### config.mk
export PLATFORM = sky130hd
export DESIGN_NAME = mic1_alu_shift_unit_flat
export DESIGN_NICKNAME = d
export VERILOG_FILES = /design/src/rtl/mic1_alu_shift_unit_if.sv /design/src/rtl/mic1_alu_shift_unit.sv /design/src/flat_wrapper.sv
export SDC_FILE = /design/constraint.sdc
export NUM_CORES = 1
export LEC_CHECK = 0
export ABC_AREA = 1
export CAP_MARGIN = 20
export CORE_ASPECT_RATIO = 1.5
export CORE_MARGIN = 4
export CORE_UTILIZATION = 35
export CTS_BUF_LIST = sky130_fd_sc_hd__clkbuf_8
export DETAILED_ROUTE_END_ITERATION = 7
export GPL_ROUTABILITY_DRIVEN = 0
export SYNTH_ARGS = -nofsm -noshare
export SYNTH_HDL_FRONTEND = slang
export SYNTH_SLANG_ARGS = --single-unit
### constraint.sdc
create_clock -name clk -period 8.5 [get_ports clk]
set_input_delay 1.7 -clock clk [delete_from_list [all_inputs] [get_ports clk]]
set_output_delay 1.7 -clock clk [all_outputs]
set_load 0.005 [all_outputs]
### src/rtl/mic1_alu_shift_unit_if.sv
// mic1_alu_shift_unit_if: operand, control and result bundle for the Mic-1
// execution stage. The master side (microsequencer/datapath control) drives
// operands and controls; the slave side (the ALU/shifter) returns combinational
// and registered results.
// Optional feature macro: MIC1_ALU_CARRY_EN adds cout / cout_q.
interface mic1_alu_shift_unit_if #(
  parameter int WIDTH = 32
);
  logic             en;
  logic [5:0]       alu_ctrl;
  logic [1:0]       shift_ctrl;
  logic [WIDTH-1:0] a;
  logic [WIDTH-1:0] b;
  logic [WIDTH-1:0] alu_out;
  logic             n;
  logic             z;
  logic [WIDTH-1:0] c;
  logic [WIDTH-1:0] c_q;
  logic             n_q;
  logic             z_q;
`ifdef MIC1_ALU_CARRY_EN
  logic             cout;
  logic             cout_q;
`endif

`ifdef MIC1_ALU_CARRY_EN
  modport master (
    output en, alu_ctrl, shift_ctrl, a, b,
    input  alu_out, n, z, c, c_q, n_q, z_q, cout, cout_q
  );
  modport slave (
    input  en, alu_ctrl, shift_ctrl, a, b,
    output alu_out, n, z, c, c_q, n_q, z_q, cout, cout_q
  );
`else
  modport master (
    output en, alu_ctrl, shift_ctrl, a, b,
    input  alu_out, n, z, c, c_q, n_q, z_q
  );
  modport slave (
    input  en, alu_ctrl, shift_ctrl, a, b,
    output alu_out, n, z, c, c_q, n_q, z_q
  );
`endif
endinterface

### src/rtl/mic1_alu_shift_unit.sv
// mic1_alu_shift_unit: Mic-1 execution stage. A 6-control-bit ALU
// {F0,F1,ENA,ENB,INVA,INC} followed by the 2-bit shifter {SLL8,SRA1} that
// drives the C bus. alu_out, n, z and c are combinational for same-cycle use
// (e.g. MPC next-address logic); c_q, n_q, z_q are the captured copies.
// WIDTH must be at least 16 so the 8-bit left shift leaves a meaningful field.
// Optional feature macro: MIC1_ALU_CARRY_EN exposes the adder carry as
// cout / cout_q; without it the carry is discarded.
module mic1_alu_shift_unit #(
  parameter int WIDTH = 32
) (
  input  logic                        clk,
  input  logic                        resetn,
  mic1_alu_shift_unit_if.slave        bus
);

  // Control field decode
  logic [1:0]       f_s;
  logic             ena_s;
  logic             enb_s;
  logic             inva_s;
  logic             inc_s;
  logic             sll8_s;
  logic             sra1_s;

  // Datapath intermediates
  logic [WIDTH-1:0] a_g_s;
  logic [WIDTH-1:0] b_g_s;
  logic [WIDTH-1:0] a_e_s;
  logic [WIDTH-1:0] alu_s;
  logic [WIDTH-1:0] shl_s;
  logic [WIDTH-1:0] c_s;
  logic             n_s;
  logic             z_s;

  // Output registers
  logic [WIDTH-1:0] c_r;
  logic             n_r;
  logic             z_r;

`ifdef MIC1_ALU_CARRY_EN
  logic [WIDTH:0]   sum_s;
  logic             cout_s;
  logic             cout_r;
`else
  logic [WIDTH-1:0] sum_s;
`endif

  assign f_s    = bus.alu_ctrl[5:4];
  assign ena_s  = bus.alu_ctrl[3];
  assign enb_s  = bus.alu_ctrl[2];
  assign inva_s = bus.alu_ctrl[1];
  assign inc_s  = bus.alu_ctrl[0];
  assign sll8_s = bus.shift_ctrl[1];
  assign sra1_s = bus.shift_ctrl[0];

  // Operand gating, then inversion of the gated A (disabled+inverted A is all ones)
  always_comb begin
    if (ena_s) begin
      a_g_s = bus.a;
    end else begin
      a_g_s = {WIDTH{1'b0}};
    end
    if (enb_s) begin
      b_g_s = bus.b;
    end else begin
      b_g_s = {WIDTH{1'b0}};
    end
    if (inva_s) begin
      a_e_s = ~a_g_s;
    end else begin
      a_e_s = a_g_s;
    end
  end

`ifdef MIC1_ALU_CARRY_EN
  // Adder with carry kept one bit above the datapath
  assign sum_s = {1'b0, a_e_s} + {1'b0, b_g_s} + {{WIDTH{1'b0}}, inc_s};
`else
  // Adder modulo 2^WIDTH; carry is dropped
  assign sum_s = a_e_s + b_g_s + {{(WIDTH-1){1'b0}}, inc_s};
`endif

  // Function select; INC only reaches the result through the adder
  always_comb begin
    alu_s = {WIDTH{1'b0}};
`ifdef MIC1_ALU_CARRY_EN
    cout_s = 1'b0;
`endif
    case (f_s)
      2'b00: alu_s = a_e_s & b_g_s;
      2'b01: alu_s = a_e_s | b_g_s;
      2'b10: alu_s = ~b_g_s;
      default: begin
`ifdef MIC1_ALU_CARRY_EN
        alu_s  = sum_s[WIDTH-1:0];
        cout_s = sum_s[WIDTH];
`else
        alu_s  = sum_s;
`endif
      end
    endcase
  end

  // Flags come from the ALU result, ahead of the shifter
  assign n_s = alu_s[WIDTH-1];
  assign z_s = (alu_s == {WIDTH{1'b0}});

  // Shifter: optional SLL8 first, then optional SRA1 on that result
  always_comb begin
    if (sll8_s) begin
      shl_s = {alu_s[WIDTH-9:0], 8'h00};
    end else begin
      shl_s = alu_s;
    end
    if (sra1_s) begin
      c_s = {shl_s[WIDTH-1], shl_s[WIDTH-1:1]};
    end else begin
      c_s = shl_s;
    end
  end

  // Capture C bus and flags when enabled; async clear on resetn low
  always_ff @(posedge clk or negedge resetn) begin
    if (!resetn) begin
      c_r <= {WIDTH{1'b0}};
      n_r <= 1'b0;
      z_r <= 1'b0;
`ifdef MIC1_ALU_CARRY_EN
      cout_r <= 1'b0;
`endif
    end else if (bus.en) begin
      c_r <= c_s;
      n_r <= n_s;
      z_r <= z_s;
`ifdef MIC1_ALU_CARRY_EN
      cout_r <= cout_s;
`endif
    end
  end

  assign bus.alu_out = alu_s;
  assign bus.n       = n_s;
  assign bus.z       = z_s;
  assign bus.c       = c_s;
  assign bus.c_q     = c_r;
  assign bus.n_q     = n_r;
  assign bus.z_q     = z_r;
`ifdef MIC1_ALU_CARRY_EN
  assign bus.cout    = cout_s;
  assign bus.cout_q  = cout_r;
`endif

endmodule

### src/flat_wrapper.sv
// flat-port wrapper written by rule: the top's interface ports become plain ports
module mic1_alu_shift_unit_flat 
#(
  parameter int WIDTH = 32
)
  (clk, resetn, bus_en, bus_alu_ctrl, bus_shift_ctrl, bus_a, bus_b, bus_alu_out, bus_n, bus_z, bus_c, bus_c_q, bus_n_q, bus_z_q);
  mic1_alu_shift_unit_if #(.WIDTH(WIDTH)) bus_i ();
  input  logic clk;
  input  logic resetn;
  input wire logic [$bits(bus_i.en)-1:0] bus_en;
  input wire logic [$bits(bus_i.alu_ctrl)-1:0] bus_alu_ctrl;
  input wire logic [$bits(bus_i.shift_ctrl)-1:0] bus_shift_ctrl;
  input wire logic [$bits(bus_i.a)-1:0] bus_a;
  input wire logic [$bits(bus_i.b)-1:0] bus_b;
  output wire logic [$bits(bus_i.alu_out)-1:0] bus_alu_out;
  output wire logic [$bits(bus_i.n)-1:0] bus_n;
  output wire logic [$bits(bus_i.z)-1:0] bus_z;
  output wire logic [$bits(bus_i.c)-1:0] bus_c;
  output wire logic [$bits(bus_i.c_q)-1:0] bus_c_q;
  output wire logic [$bits(bus_i.n_q)-1:0] bus_n_q;
  output wire logic [$bits(bus_i.z_q)-1:0] bus_z_q;
  assign bus_i.en = bus_en;
  assign bus_i.alu_ctrl = bus_alu_ctrl;
  assign bus_i.shift_ctrl = bus_shift_ctrl;
  assign bus_i.a = bus_a;
  assign bus_i.b = bus_b;
  assign bus_alu_out = bus_i.alu_out;
  assign bus_n = bus_i.n;
  assign bus_z = bus_i.z;
  assign bus_c = bus_i.c;
  assign bus_c_q = bus_i.c_q;
  assign bus_n_q = bus_i.n_q;
  assign bus_z_q = bus_i.z_q;
  mic1_alu_shift_unit #(.WIDTH(WIDTH)) u_core (.clk(clk), .resetn(resetn), .bus(bus_i));
endmodule
== Word-level counts from Yosys, hierarchy flattened ==
Cells that the tools add are included.

* Flip-flop bits (word level): 34
* Bits in latches: 0
* RAM bits: 0
* Bits in read-only memories: 0
* Input bits: 75
* Output and inout port bits: 100
* Logic and storage cells: 19
* Memories kept: 0

* Add/subtract/negate cells: 2
* $mul: 0
* Divide/modulo/power cells: 0
* Order comparisons: 0
* Equal/unequal tests: 2
* Shifts and indexed selects: 0
* Mux-type cells: 6
* Bitwise operators: 4
* Reduce and logical (&&, ||, !) cells: 2

{| class="wikitable"
|+ Operator list
! operator !! count
|-
| $mux W32 || 4
|-
| $pmux W32 S3 || 1
|-
| $not A32 Y32 || 2
|-
| $add A32 B1 Y32 || 1
|-
| $add A32 B32 Y32 || 1
|-
| $and A32 B32 Y32 || 1
|-
| $logic_not A32 Y1 || 1
|-
| $or A32 B32 Y32 || 1
|-
| $mux W31 || 1
|-
| $eq A2 B1 Y1 const B || 1
|-
| $eq A2 B2 Y1 const B || 1
|-
| $logic_not A2 Y1 || 1
|}

== Logic depth before layout (Yosys ltp) ==
Gate-level depths: netlist of the first run.

* Word-level depth: 8
* Mapped depth: 24
* Depth with buffers taken out: 23

== Least setup slack after synthesis of the first run ==
No wires, ideal clock.

* Kind: input to output
* Start: input port bus_alu_ctrl[1]
* End: output port bus_z
* Data arrival time: 4.173 ns
* Required time: 6.800 ns
* Slack: 2.627 ns
* Stages on the path: 19
* Cell sequence: clkbuf_1 -> xor2_1 -> inv_1 -> fa_1 -> fa_1 -> nand2_1 -> nand2_1 -> nand3_1 -> nand2_1 -> nand2_1 -> nand2_1 -> nand3_1 -> nand2_1 -> nand2_1 -> nand2_1 -> a21oi_2 -> nand2_1 -> nor2_2 -> and3_1

* Word-level cells in the longest chain between the ends: 5

{| class="wikitable"
|+ Ends and longest elaborated chain
! item !! RTL line !! text
|-
| start, declared || flat_wrapper.sv:11 || <nowiki>input wire logic [$bits(bus_i.alu_ctrl)-1:0] bus_alu_ctrl;</nowiki>
|-
| $mux W32 (*) || mic1_alu_shift_unit.sv:68 || <nowiki>if (inva_s) begin</nowiki>
|-
| $add A32 B32 Y32 || mic1_alu_shift_unit.sv:80 || <nowiki>assign sum_s = a_e_s + b_g_s + {{(WIDTH-1){1'b0}}, inc_s};</nowiki>
|-
| $add A32 B1 Y32 || mic1_alu_shift_unit.sv:80 ||
|-
| $pmux W32 S3 (*) || mic1_alu_shift_unit.sv:89 || <nowiki>case (f_s)</nowiki>
|-
| $logic_not A32 Y1 (*) || mic1_alu_shift_unit.sv:106 || <nowiki>assign z_s = (alu_s == {WIDTH{1'b0}});</nowiki>
|-
| end, declared || flat_wrapper.sv:17 || <nowiki>output wire logic [$bits(bus_i.z)-1:0] bus_z;</nowiki>
|}

Every way passes the cells marked *; elsewhere a longest branch is shown, timed or not.

== Final worst setup path of the first run ==
* Start: input port bus_alu_ctrl[3]
* End: output port bus_z

* Word-level cells in the longest chain between the ends: 7

{| class="wikitable"
|+ Ends and longest elaborated chain
! item !! RTL line !! text
|-
| $mux W32 (*) || mic1_alu_shift_unit.sv:58 || <nowiki>if (ena_s) begin</nowiki>
|-
| $not A32 Y32 || mic1_alu_shift_unit.sv:69 || <nowiki>a_e_s = ~a_g_s;</nowiki>
|-
| $mux W32 (*) || mic1_alu_shift_unit.sv:68 ||
|-
| $add A32 B32 Y32 || mic1_alu_shift_unit.sv:80 ||
|-
| $add A32 B1 Y32 || mic1_alu_shift_unit.sv:80 ||
|-
| $pmux W32 S3 (*) || mic1_alu_shift_unit.sv:89 ||
|-
| $logic_not A32 Y1 (*) || mic1_alu_shift_unit.sv:106 ||
|}

Marked as above.

==> key figures, run 1 <==
Placed design
  – Post-DP HPWL: 22.1 mm
  – IO Port Bufs: 174
  – DP Worst Slack: 0.894 ns
  – Placed cells: ~1600

Min path
  – Worst Hold Class: flip-flop to flip-flop
  – Hold path start: u_core.bus.c_q[23]

Die
  – Die span in y: ~180 µm
  – Ports: 175
  – Die ar.: 22100 µm²
  – Core area: 19300 µm²
  – DIE WIDTH: between 100 and 150 µm
  – Site Rows: 62
  – Initial core utilization: 0.358

Critical path
  – Critical Path Fanout Max: 14
  – Crit path max-delay family: simple AND/OR/NAND/NOR gates
  – CP Buf/Inv Count: 3
  – Crit path DAT: 5.90 ns
  – Critical path origin: bus_alu_ctrl[3]
  – Cell mode on critical path: nand2_1
  – Worst path slowest cell: clkdlybuf4s50_1
  – Critical Path End Type: output pin
  – CP Class: primary input to output pin
  – Crit path cell chain: clkdlybuf4s50_1 > nand2_1 > xor2_1 > inv_1 > fa_1 > fa_1 > nand2_1 > nand2_1 > nand3_1 > nand2_1 > nand2_1 > nand3_1 > nand2_1 > nand3_1 > nor2_1 > nand2_1 > nor2_1 > nand2_1 > nor2_2 > and3_1 > clkdlybuf4s50_1
  – Critical R2R Launch: u_core.bus.c_q[6]
  – CP Launch Type: primary input
  – CP max stage delay: approximately 0.85 ns
  – Worst EP required: 6.80 ns

Drt
  – Detailed-route via count: 8099
  – DRC violations left: 0
  – Drt pass-1 iters: 5
  – DR vias/cell: 4.88
  – Routed WL: 26.2 mm
  – DR iter-0 viols: 561
  – Antenna Violating Nets Remaining: 0
  – WL/cell: 15.8 µm

Clock tree
  – Post-CTS setup buffers: 0
  – Clk sinks: 34
  – CTS tree: done
  – CTS HTree Levels: 2
  – Clk buf depth: 2
  – Worst skew pair latency: 0.29 ns
  – Reg clk slew, reported paths: roughly 0.070 ns
  – Post_cts resized: 0
  – Hold buffers post-CTS: 0
  – Clock root buffer: clkbuf_8
  – Num CTS Buffers: 5

Power
  – Pwr Density: 112 nW/µm²
  – Worst VDD drop: 0.0757 mV
  – Lkg Pwr: 4.97 nW

Synthesis
  – Synthesis-stage register bit count: 34
  – Sequential share of the synthesized area: 0.123
  – Post-Syn Area per Cell: 5.52 µm²
  – Synthesized Nets: roughly 1400
  – Synth cell types: 43
  – Area share of the largest cell type after synthesis: 0.273
  – FFs w/ async S/R, synth: 1.00
  – Top FF cell, synth: dfrtp_1
  – Synth area leaders: nand2_1, dfrtp_1, inv_1, ha_1, nand3_1
  – Number of synthesized flops with an enable pin: 0
  – Cells after Synth: 1253
  – Post-synthesis cell area: 6920 µm²
  – Largest area contributor in the netlist: nand2_1
  – Yosys warns: 0

Timing
  – Clock Skews: 0 ns
  – Final Hold Viols: 0
  – Setup WS post-layout: ~0.9 ns
  – Tcrit/Tclk final: 0.894
  – Min Tclk post-route: 7.60 ns
  – RSZ-0062 raised after global routing: no
  – Worst hold slack: 0.477 ns
  – Setup TNS: 0 ns
  – Slew margin rel.: 0.340
  – Final setup viols: 0
  – Worst-margin pin slew: 0.989 ns
  – Final slew viol count: 0
  – F_max: 0.132 GHz

Finish
  – Final net count: between 1500 and 2000
  – Share of layout cells above drive strength 1: 0.0678
  – Fill cell count: between 2000 and 2500
  – Diode count: 0
  – Synth-to-layout area growth: 29.1%
  – Post-Layout Cell Count: about 1700

Run
  – Max cap viols: 0

Global routing
  – Vias in the first global route: 7815
  – Initial antenna violation count: 1
  – Total gr overflow: 0
  – First-pass GRT wire length: 40.9 mm
  – Largest net degree at the start of global routing: 36
  – Total GRT Usage: 0.233

Run status
  – Outcome: completed
[placed cells by master (no fill, tap or decap), types with 2 or more instances in the layout]
master | netlist | layout
a21oi_2 | 9 | 9
nand2_2 | 22 | 22
o21bai_1 | 2 | 2
inv_2 | 10 | 10
a31oi_1 | 3 | 3
o221ai_1 | 7 | 7
fa_1 | 2 | 2
a21oi_1 | 33 | 33
mux2i_4 | 2 | 2
ha_1 | 64 | 64
nand2_1 | 503 | 503
o21ai_1 | 18 | 18
nand3_2 | 3 | 3
dfrtp_1 | 34 | 34
o211ai_1 | 3 | 3
clkinv_1 | 2 | 2
buf_4 | 6 | 6
or2_1 | 2 | 2
clkdlybuf4s50_1 | 0 | 173
o22ai_1 | 16 | 16
nor2_1 | 62 | 62
nand3_1 | 81 | 81
o21ai_0 | 23 | 23
nor2_4 | 4 | 4
xor2_1 | 32 | 32
clkbuf_8 | 0 | 6
o21ai_2 | 7 | 7
nor2_2 | 11 | 11
nor3_1 | 5 | 5
inv_4 | 2 | 2
inv_1 | 224 | 224
nand4_1 | 12 | 12
nand2_4 | 2 | 2
o22ai_2 | 2 | 2
and2_1 | 4 | 4
[Yosys cell counts (3+ instances only)]
master / n
nand3_1: 81
nor3_1: 5
buf_1: 3
o221ai_1: 7
nor2_2: 11
buf_4: 6
and2_1: 4
o211ai_1: 3
inv_1: 224
nand3_2: 3
nand2_2: 22
a21oi_1: 33
xor2_1: 32
o21ai_0: 23
clkbuf_1: 12
nor2_4: 4
o22ai_1: 16
nand2_1: 503
o21ai_1: 18
o21ai_2: 7
buf_6: 5
inv_2: 10
dfrtp_1: 34
nand4_1: 12
nor2_1: 62
a31oi_1: 3
buf_2: 15
a21oi_2: 9
ha_1: 64
[tightest hold or removal path, delay by kind of cell, from the launching register on]
kind / cells / cell delay [ns]
flops: 1 / 0.34
simple gates: 2 / 0.10
[logic make-up (layout without fill, tap and decap cells)]
group,count (synthesis),after routing,share of synthesized area
buf+inv,279,428,0.163
flops,34,34,0.123
mux,2,2,0.00651
simple gates,715,715,0.433
fa+ha+maj,66,66,0.121
compound gates,125,125,0.112
xor+xnor,32,32,0.0405
[sequential cells by signal, summed over array words and instances (netlist names)]
register and count:
u_core.bus.z_q 1, u_core.bus.c_q 32, u_core.bus.n_q 1
[cell type report]
type | instances | area [µm²] | share of cell area
Multi-Input combinational cell | 940 | 4940 | 0.553
Timing Repair Buffer | 182 | 1830 | 0.205
Inverter | 238 | 898 | 0.101
Sequential cell | 34 | 851 | 0.0953
Tap cell | 256 | 320 | 0.0359
Clock buffer | 6 | 82.6 | 0.00924
Clock inverter | 2 | 12.5 | 0.00140
[layer usage]
layer	GRT usage	part of all wire
met5	0	0.00027
met4	0.0771	0.030
met3	0.0148	0.044
met2	0.435	0.52
met1	0.274	0.41
[worst paths after layout]
path	end	slack, ns	depth (start not counted)
max in group asynchronous	u_core.bus.c_q[29]	6.37	2
min reg2reg	u_core.bus.c_q[23]	0.48	2
max	bus_z	0.90	21
min in group asynchronous	u_core.bus.c_q[4]	1.81	2
max reg2reg	u_core.bus.c_q[6]	7.83	2
min	u_core.bus.c_q[23]	0.48	2
[metrics by stage]
| step | area [µm²] | utilization | power [mW] |
|---|---|---|---|
| after global routing | 8930 | 0.462 | 1.09 |
| final | 8930 | 0.462 | 1.00 |
| after detailed placement | 8810 | 0.456 | 0.876 |
| after CTS | 8900 | 0.461 | 1.01 |
| after global placement | 8810 | 0.456 | 0.872 |
| after floorplan | 6920 | - | 0.584 |
[report_power, final]
part | total [mW] | internal (mW) | switching, mW
clock network | 0.128 | 0.0651 | 0.0626
logic | 0.679 | 0.290 | 0.389
registers | 0.196 | 0.184 | 0.0119
total | 1.00 | 0.539 | 0.464
Note: power is estimated with default switching activity, not from simulation.
==> run 2, diff against run 1 <==
--- a/config.mk
+++ b/config.mk
@@ -6,6 +6,7 @@
 export NUM_CORES = 1
 export LEC_CHECK = 0
 export ABC_AREA = 1
+export ABC_CLOCK_PERIOD_IN_PS = 8500
 export CAP_MARGIN = 20
 export CORE_ASPECT_RATIO = 1.5
 export CORE_MARGIN = 4
@@ -13,6 +14,7 @@
 export CTS_BUF_LIST = sky130_fd_sc_hd__clkbuf_8
 export DETAILED_ROUTE_END_ITERATION = 7
 export GPL_ROUTABILITY_DRIVEN = 0
+export HOLD_SLACK_MARGIN = 0.15
 export SYNTH_ARGS = -nofsm -noshare
 export SYNTH_HDL_FRONTEND = slang
 export SYNTH_SLANG_ARGS = --single-unit
==> results of run 2 <==
No change in the layout: final DEF, timing and power equal those of run 1.
==> run 3, diff against run 2 <==
--- a/config.mk
+++ b/config.mk
@@ -9,12 +9,13 @@
 export ABC_CLOCK_PERIOD_IN_PS = 8500
 export CAP_MARGIN = 20
 export CORE_ASPECT_RATIO = 1.5
-export CORE_MARGIN = 4
+export CORE_MARGIN = 2
 export CORE_UTILIZATION = 35
 export CTS_BUF_LIST = sky130_fd_sc_hd__clkbuf_8
 export DETAILED_ROUTE_END_ITERATION = 7
 export GPL_ROUTABILITY_DRIVEN = 0
 export HOLD_SLACK_MARGIN = 0.15
+export PLACE_DENSITY_LB_ADDON = 0.1
 export SYNTH_ARGS = -nofsm -noshare
 export SYNTH_HDL_FRONTEND = slang
 export SYNTH_SLANG_ARGS = --single-unit
==> run 3 against run 2 <==
Routed wire length is 1.5% lower. Critical endpoint unchanged. Global-route usage is 1.3 points higher. Critical path depth is 1 higher. Clock power is 13% lower. Flip-flop and latch count stayed put. Register-to-register slack worse by 0.02 ns. Critical path type unchanged. Cell area is 0.38% lower. Via count is 1.1% lower. Largest cell class unchanged.
==> key figures, run 3 (same netlist as run 1, synthesis figures left out) <==
Timing
  – F_max: 0.133 GHz
  – Final Hold Viols: 0
  – Final slew viol count: 0
  – Clock Skews: 0 ns
  – Final setup viols: 0
  – Tcrit/Tclk final: 0.887
  – Slew margin rel.: 0.321
  – Setup TNS: 0 ns
  – Min Tclk post-route: 7.54 ns
  – RSZ-0062 raised after global routing: no
  – Worst hold slack: 0.479 ns
  – Worst-margin pin slew: 1.02 ns

Run status
  – Outcome: completed

Finish
  – Commonest non-fill, non-tap cell in the layout: nand2_1
  – Share of layout cells above drive strength 1: 0.0657
  – Diode count: 0
  – Commonest non-fill, non-tap cells in the layout: nand2_1, inv_1, clkdlybuf4s50_1, nand3_1, ha_1
  – Max reg flops: 32
  – Synth-to-layout area growth: 28.6%
  – Final net count: 1542

Drt
  – WL/cell: between 15 and 20 µm
  – Drt pass-1 iters: 6
  – DR iter-0 viols: 352
  – Routed WL: 25.8 mm
  – Detailed-route via count: 8008
  – Antenna Violating Nets Remaining: 0
  – DR vias/cell: 4.82
  – DRC violations left: 0

Die
  – Initial core utilization: 0.354
  – Ports: about 180
  – Die span in y: 176 µm
  – Site Rows: 63
  – DIE WIDTH: 119 µm
  – Core area: about 20000 µm²
  – Die ar.: 20900 µm²

Placed design
  – IO Port Bufs: 174
  – Post-DP HPWL: roughly 22 mm

Global routing
  – Total GRT Usage: 0.246
  – Largest net degree at the start of global routing: 36
  – Vias in the first global route: 7756
  – First-pass GRT wire length: 40.8 mm
  – Total gr overflow: 0
  – Initial antenna violation count: 0

Clock tree
  – CTS tree: done
  – Clk sinks: 34
  – Worst skew pair latency: 0.29 ns
  – Clock root buffer: clkbuf_8
  – Post_cts resized: 0
  – Clk buf depth: 2
  – Num CTS Buffers: 5
  – Hold buffers post-CTS: 0
  – CTS HTree Levels: 2
  – Post-CTS setup buffers: 0
  – Reg clk slew, reported paths: approximately 0.06 ns

Critical path
  – Crit path DAT: 5.84 ns
  – CP Class: primary input to output pin
  – Critical Path End Type: output pin
  – Worst EP required: 6.80 ns
  – CP Launch Type: primary input
  – Critical Path Fanout Max: 32

Power
  – Pwr Density: approximately 110 nW/µm²
  – Lkg Pwr: between 4 and 5 nW
  – Worst VDD drop: slightly above 0.05 mV

Min path
  – Worst Hold Class: flip-flop to flip-flop

Run
  – Max cap viols: 0
run 3: changes by cell type in the layout (fill, tap and decap cells not counted), sizes merged:
cell,before,now
inv,236,238
clkbuf,6,5
clkinv,3,2
clkinvlp,1,0
run 3: through the flow:
stage | setup slack, ns | area, µm² | utilization | instances | power, mW
4_1_cts | 0.964 | 8900 | 0.455 | 1661 | 0.990
3_5_place_dp | 0.973 | 8820 | 0.451 | 1654 | 0.873
5_1_grt | 0.615 | 8900 | 0.455 | 1661 | 1.07
6_report | 0.959 | 8900 | 0.455 | 1661 | 0.981
2_1_floorplan | 2.63 | 6920 | - | 1253 | 0.584
3_3_place_gp | 1.04 | 8820 | 0.451 | 1654 | 0.871
run 3: critical path, cell delays in order:
cell and delay (ns):
clkdlybuf4s50_1 0.45, buf_4 0.34, nand2_1 0.12, xor2_1 0.19, inv_1 0.10, fa_1 0.49
fa_1 0.48, nand2_1 0.11, nand2_1 0.08, nand3_1 0.10, nand2_1 0.10, nand2_1 0.09
nand2_1 0.11, nand3_1 0.12, nand2_1 0.06, nand2_1 0.06, nand2_1 0.05, a21oi_2 0.18
nand2_1 0.09, nor2_2 0.12, and3_1 0.18, clkdlybuf4s50_1 0.51
run 3: area by class of cell:
class / instances / area (µm²)
well taps: 260 / 325
multi-input cells: 940 / 4940
inverters: 238 / 898
clock buffers: 5 / 68.8
clock inverters: 2 / 7.51
flip-flops and latches: 34 / 851
fillers: 2267 / 10700
repair buffers: 182 / 1810
run 3: report_power, final:
part,switching [mW],internal [mW]
Sequential,0.0119,0.184
Clock,0.0569,0.0539
Combinational,0.386,0.288
Total,0.455,0.527
run 3: path summary, 6_finish.rpt:
path	startpoint	end	slack [ns]	depth (start not counted)
setup / recovery	bus_alu_ctrl[3]	bus_z	0.96	22
hold / removal	u_core.bus.c_q[25]	u_core.bus.c_q[25]	0.48	2
setup reg to reg	u_core.bus.n_q	u_core.bus.n_q	7.81	2
hold reg to reg	u_core.bus.c_q[25]	u_core.bus.c_q[25]	0.48	2
max in group asynchronous	resetn	u_core.bus.c_q[29]	6.36	2
min in group asynchronous	resetn	u_core.bus.c_q[2]	1.82	2
run 3: routing by layer:
layer | track usage | wire, µm
met1 | 0.287 | 10700
met2 | 0.454 | 13000
met3 | 0.0203 | 1090
met4 | 0.107 | 1050
met5 | 0 | 0
